[config.mk]
export PLATFORM = sky130hd
export DESIGN_NAME = spi_req_arbiter
export DESIGN_NICKNAME = d
export VERILOG_FILES = /design/src/rtl/spi_arb_pkg.sv /design/src/rtl/spi_rr_pick.sv /design/src/rtl/spi_req_arbiter.sv
export SDC_FILE = /design/constraint.sdc
export NUM_CORES = 1
export LEC_CHECK = 0
export ABC_CLOCK_PERIOD_IN_PS = 2200
export CAP_MARGIN = 40
export CORE_MARGIN = 2
export CORE_UTILIZATION = 37
export CTS_CLUSTER_SIZE = 30
export DETAILED_ROUTE_END_ITERATION = 6
export PLACE_DENSITY = 0.77
export SYNTH_ARGS = -nofsm -noshare
export SYNTH_HDL_FRONTEND = slang
export SYNTH_SLANG_ARGS = --single-unit
[constraint.sdc]
create_clock -name i_clk -period 2.2 [get_ports i_clk]
set_input_delay 0.22 -clock i_clk [delete_from_list [all_inputs] [get_ports i_clk]]
set_output_delay 0.22 -clock i_clk [all_outputs]
set_load 0.02 [all_outputs]
[src/rtl/spi_arb_pkg.sv]
// rtl/spi_arb_pkg.sv - FSM encoding and defaults shared by the SPI request arbiter
package spi_arb_pkg;

  localparam int ST_W          = 3;
  localparam int TO_CYCLES_DEF = 1023;

  typedef enum logic [ST_W-1:0] {
    ST_IDLE  = 3'd0,
    ST_LATCH = 3'd1,
    ST_ISSUE = 3'd2,
    ST_WAIT  = 3'd3,
    ST_RESP  = 3'd4
  } arb_state_t;

endpackage

[src/rtl/spi_rr_pick.sv]
// rtl/spi_rr_pick.sv - combinational round-robin picker: lowest index >= pointer, else wrap
module spi_rr_pick #(
  parameter  int N_REQ = 4,
  localparam int IW    = $clog2(N_REQ)
) (
  input  logic [N_REQ-1:0] req_i,
  input  logic [IW-1:0]    ptr_i,
  output logic [N_REQ-1:0] gnt_o,
  output logic [IW-1:0]    idx_o
);

  int          pos;
  logic [IW-1:0] pos_idx;

  // Scan from the farthest offset down so the nearest request at/after ptr wins.
  always_comb begin
    gnt_o   = '0;
    idx_o   = '0;
    pos     = 0;
    pos_idx = '0;
    for (int i = N_REQ - 1; i >= 0; i--) begin
      pos     = (int'(ptr_i) + i) % N_REQ;
      pos_idx = IW'(pos);
      if (req_i[pos_idx]) begin
        gnt_o          = '0;
        gnt_o[pos_idx] = 1'b1;
        idx_o          = pos_idx;
      end
    end
  end

endmodule

[src/rtl/spi_req_arbiter.sv]
// rtl/spi_req_arbiter.sv - round-robin share of one SPI master among N requesters
// Optional WAIT watchdog enabled by defining SPI_ARB_TIMEOUT_EN.
module spi_req_arbiter
  import spi_arb_pkg::*;
#(
  parameter int N_REQ     = 4,
  parameter int AW        = 8,
  parameter int DW        = 8,
  parameter int TO_CYCLES = TO_CYCLES_DEF
) (
  input  logic                i_clk,
  input  logic                i_rst_n,
  input  logic [N_REQ-1:0]    i_req,
  input  logic [N_REQ-1:0]    i_we,
  input  logic [N_REQ*AW-1:0] i_addr,
  input  logic [N_REQ*DW-1:0] i_wdata,
  output logic [N_REQ-1:0]    o_ack,
  output logic [DW-1:0]       o_rdata,
  output logic                o_err,
  output logic [N_REQ-1:0]    o_grant,
  output logic                o_spi_read,
  output logic                o_spi_write,
  output logic [AW-1:0]       o_spi_addr,
  output logic [DW-1:0]       o_spi_wdata,
  input  logic                i_spi_done,
  input  logic [DW-1:0]       i_spi_rdata
);

  localparam int IW = $clog2(N_REQ);

  arb_state_t       state_q, state_d;
  logic [N_REQ-1:0] grant_q, grant_d;
  logic [IW-1:0]    idx_q, idx_d;
  logic [IW-1:0]    ptr_q, ptr_d;
  logic             we_q, we_d;
  logic [AW-1:0]    addr_q, addr_d;
  logic [DW-1:0]    wdata_q, wdata_d;
  logic [DW-1:0]    rdata_q, rdata_d;
  logic             err_q, err_d;

  logic [N_REQ-1:0] pick_gnt;
  logic [IW-1:0]    pick_idx;
  logic [AW-1:0]    addr_sel;
  logic [DW-1:0]    wdata_sel;
  logic             timeout;

  spi_rr_pick #(.N_REQ(N_REQ)) u_pick (
    .req_i (i_req),
    .ptr_i (ptr_q),
    .gnt_o (pick_gnt),
    .idx_o (pick_idx)
  );

  always_comb begin
    addr_sel  = '0;
    wdata_sel = '0;
    for (int k = 0; k < N_REQ; k++) begin
      if (idx_q == IW'(k)) begin
        addr_sel  = i_addr[k*AW +: AW];
        wdata_sel = i_wdata[k*DW +: DW];
      end
    end
  end

`ifdef SPI_ARB_TIMEOUT_EN
  localparam int CW = $clog2(TO_CYCLES + 1);

  logic [CW-1:0] cnt_q, cnt_d;

  always_comb begin
    cnt_d = '0;
    if (state_q == ST_WAIT && !i_spi_done) begin
      cnt_d = cnt_q + CW'(1);
    end
  end

  always_ff @(posedge i_clk or negedge i_rst_n) begin
    if (!i_rst_n) begin
      cnt_q <= '0;
    end else begin
      cnt_q <= cnt_d;
    end
  end

  // cnt_q counts WAIT cycles already spent; the last one expires the request.
  assign timeout = (state_q == ST_WAIT) && (cnt_q == CW'(TO_CYCLES - 1));
`else
  assign timeout = 1'b0;
`endif

  always_comb begin
    state_d = state_q;
    grant_d = grant_q;
    idx_d   = idx_q;
    ptr_d   = ptr_q;
    we_d    = we_q;
    addr_d  = addr_q;
    wdata_d = wdata_q;
    rdata_d = rdata_q;
    err_d   = err_q;
    unique case (state_q)
      ST_IDLE: begin
        if (|i_req) begin
          grant_d = pick_gnt;
          idx_d   = pick_idx;
          state_d = ST_LATCH;
        end
      end
      ST_LATCH: begin
        we_d    = i_we[idx_q];
        addr_d  = addr_sel;
        wdata_d = wdata_sel;
        state_d = ST_ISSUE;
      end
      ST_ISSUE: begin
        state_d = ST_WAIT;
      end
      ST_WAIT: begin
        if (i_spi_done) begin
          if (!we_q) begin
            rdata_d = i_spi_rdata;
          end
          err_d   = 1'b0;
          state_d = ST_RESP;
        end else if (timeout) begin
          rdata_d = '0;
          err_d   = 1'b1;
          state_d = ST_RESP;
        end
      end
      ST_RESP: begin
        grant_d = '0;
        err_d   = 1'b0;
        ptr_d   = (idx_q == IW'(N_REQ - 1)) ? '0 : idx_q + IW'(1);
        state_d = ST_IDLE;
      end
      default: begin
        state_d = ST_IDLE;
      end
    endcase
  end

  always_ff @(posedge i_clk or negedge i_rst_n) begin
    if (!i_rst_n) begin
      state_q <= ST_IDLE;
      grant_q <= '0;
      idx_q   <= '0;
      ptr_q   <= '0;
      we_q    <= 1'b0;
      addr_q  <= '0;
      wdata_q <= '0;
      rdata_q <= '0;
      err_q   <= 1'b0;
    end else begin
      state_q <= state_d;
      grant_q <= grant_d;
      idx_q   <= idx_d;
      ptr_q   <= ptr_d;
      we_q    <= we_d;
      addr_q  <= addr_d;
      wdata_q <= wdata_d;
      rdata_q <= rdata_d;
      err_q   <= err_d;
    end
  end

  // Strobes and ack decode straight from registered state, so reset clears them at once.
  assign o_grant     = grant_q;
  assign o_ack       = (state_q == ST_RESP) ? grant_q : '0;
  assign o_spi_read  = (state_q == ST_ISSUE) && !we_q;
  assign o_spi_write = (state_q == ST_ISSUE) && we_q;
  assign o_spi_addr  = addr_q;
  assign o_spi_wdata = wdata_q;
  assign o_rdata     = rdata_q;
  assign o_err       = err_q;

endmodule

==> impl_metrics.ini <==
[synthesis]
netlist_area_um2 = 2430
synth_top_family_by_area = compound AO/OA/AOI/OAI gates
synth_seq_cells = 36
synth-xor-area-share = 0
synth_top_area_frac = 0.371
yosysWarnings = 0
synth.net_count = 358
synth_edf_count = 0
ys.flop_type = dfrtp_1
synth_area_leaders = dfrtp_1, a21oi_1, ha_1, a221oi_1, nor2b_1
async_flop_share = 1.00
synthCells = 263
synth_simple_gate_area_frac = 0.189
synth-seq-area-share = 0.371
synth_cell_types = 45
yosysTopAreaCell = dfrtp_1
synthAdderAreaFrac = 0.0618
avgSynthCellArea_um2 = 9.24
yosys-mux-area-fraction = 0.0998
synth_compound_area_frac = 0.218

[setup_path]
cp.arrival_ns = 1.85
reg2regPathDepth = 8
startpoint_type = register
critPathCaptureType = output port
worstSetupPathType = reg -> out
worstPathMaxFanout = 8
critPathRequiredTime_ns = 1.98

[grt]
antenna_found_initial = 0
grt_pass1_wl_um = 12100
grt-ovfl-total = 0
grt_pass1_vias = 2492
grt.total_usage = 0.208
grt_max_degree = 37

[sta]
whs_ns = 0.0354
worst_pin_slew_ns = 0.822
min_period_ns = 2.07
final-hold-violation-count = 0
drv_slew = 0
rsz0062_at_grt = false
setup_viol = 0
fmaxAchievable_mhz = 482
worst_slack_ns = 0.126
relSlewSlack = 0.452
finalClockSkew_ns = 0.00753
tns_ns = 0
post-route-period-util = 0.943

[routing]
vias = 2530
drc = 0
post_drt_wl_per_cell_um = 16.5
wl_met3_um = 508
wl_um = 7600
wl_met1_um = 3110
drtPass1Iterations = 4
ant_nets = 0
dr.max_layer_used = met4
detail_route.iter0.violations = 93
met2_length_um = 3920
viasPerCell = 5.48

[cts]
cts.sink_count = 36
cts_tree = yes
htreeDepth = 2
numCtsBuffers = 5
post_cts_buffers = 0
clk_latency_ns = 0.28
clockRootBuffer = clkbuf_8
cts_buffer_depth = 2
cts_hold_buffers = 0
clk_pin_slew_ns = 0.07

[die]
floorplan.rows = 29
initial_core_util = 0.383
die-height_um = 85.1
ioPinCount = 118
coreArea_um2 = 6350
die_w_um = 85.1
dieArea_um2 = 7240

[power_and_ir_drop]
leakage_nw = 1.56
p_per_area_nw_per_um2 = 1290
total_power_mw = 4.97
ir_drop_mv = 0.836

[cells_and_area]
fill_cells = 547
final_nets = 479
instances_no_fill = 462
drive_gt1_frac = 0.112
utilization = 0.606
diodes = 0
fin_area_um2 = 3850
syn_to_final_growth_pct = 58.4

[flow_run]
timing.max_cap.violations = 0

[place]
place_ws_ns = 0.0755
gp_congestion = 0.888
portBuffers = 116
post_dp_cell_area_um2 = 3730
dp.cells = 454
dp_hpwl_um = 5850

[min_path]
hp-class = in -> async

[run_status]
status = complete, no violations
-- sequential cells by signal (all words and copies together) (netlist names) --
signal,count
o_grant,4
we_q,1
idx_q,2
o_spi_addr,8
ptr_q,2
o_spi_wdata,8
o_rdata,8
state_q,3
-- critical path, cell delays in order (launching register included) --
cell and delay, ns:
dfrtp_1 0.49, nor2_2 0.26, and3_1 0.21, clkdlybuf4s50_1 0.61
-- cells by family (layout without fill, tap and decap cells) --
kind of cell	Yosys count	count (layout)
muxes	19	19
DFF	36	36
adders and majority gates	12	12
other	1	1
and+or+nand+nor	83	83
buffers and inverters	29	151
AOI/OAI and AO/OA	83	83
-- report_power, final --
group	leakage, nW	total (mW)	internal, mW	switching, mW
Sequential	0.422	1.26	0.990	0.266
Combinational	1.08	3.15	1.53	1.61
Clock	0.0552	0.566	0.336	0.230
-- cell usage in the layout, fill, tap and decap left out, types with 2 or more instances in the layout --
master / netlist / layout
clkdlybuf4s50_1: 0 / 115
a21oi_1: 41 / 41
dfrtp_1: 36 / 35
nor2_1: 21 / 20
buf_4: 2 / 18
nor2b_1: 17 / 17
nor3_1: 16 / 16
a221oi_1: 15 / 15
ha_1: 12 / 12
nand2_1: 10 / 10
mux2_1: 8 / 8
inv_1: 7 / 7
and3_1: 6 / 6
o21ai_1: 6 / 6
o21ai_0: 5 / 5
clkbuf_8: 0 / 5
mux2i_1: 4 / 4
a221o_1: 4 / 4
mux2_2: 4 / 4
mux4_2: 3 / 3
o211ai_1: 3 / 3
nor4_2: 2 / 2
nand2b_1: 2 / 2
-- layer usage --
layer | track usage | vias up
met5 | 0 | -
met4 | 0.0447 | 0
met3 | 0.0399 | 9
met2 | 0.383 | 86
met1 | 0.252 | 1226
li1 | - | 1209
-- repair_timing --
action | in CTS | in global routing
endpoints found under the setup margin | 0 | 7
gates resized for setup | 0 | 3
hold endpoints to repair | 0 | 0
-- path summary, 6_finish.rpt --
| path | start | to | slack [ns] |
|---|---|---|---|
| setup / recovery | state_q[1]$_DFFE_PN0P_ | o_ack[2] | 0.13 |
| hold / removal | i_rst_n | o_rdata[5]$_DFFE_PN0P_ | 0.04 |
| setup reg to reg | idx_q[0]$_DFFE_PN0P_ | o_spi_addr[5]$_DFFE_PN0N_ | 0.19 |
| hold reg to reg | o_rdata[5]$_DFFE_PN0P_ | o_rdata[5]$_DFFE_PN0P_ | 0.49 |
| max in group asynchronous | i_rst_n | ptr_q[0]$_DFFE_PN0P_ | 1.59 |
| min in group i_clk | o_rdata[5]$_DFFE_PN0P_ | o_rdata[5]$_DFFE_PN0P_ | 0.49 |
-- synth_stat cells, types with 2 or more instances --
cell type	instances
a21oi_1	41
inv_1	7
nor3_1	16
nand2_1	10
dfrtp_1	36
mux4_2	3
o211ai_1	3
clkbuf_1	12
o21ai_0	5
ha_1	12
nor2_1	21
a221o_1	4
buf_4	2
mux2i_1	4
nand2b_1	2
o21ai_1	6
buf_6	3
a221oi_1	15
and3_1	6
nor2b_1	17
mux2_2	4
nor4_2	2
buf_2	3
mux2_1	8
-- final cells by class --
type | count | area, um2 | area share
clock buffer | 6 | 72.6 | 0.0188
clock inverter | 2 | 35.0 | 0.00910
inverter | 8 | 30.0 | 0.00780
multi-input combinational | 198 | 1400 | 0.364
sequential | 36 | 902 | 0.234
tap | 77 | 96.3 | 0.0250
timing repair buffer | 135 | 1310 | 0.341
Power figures use the tool's default switching activity.
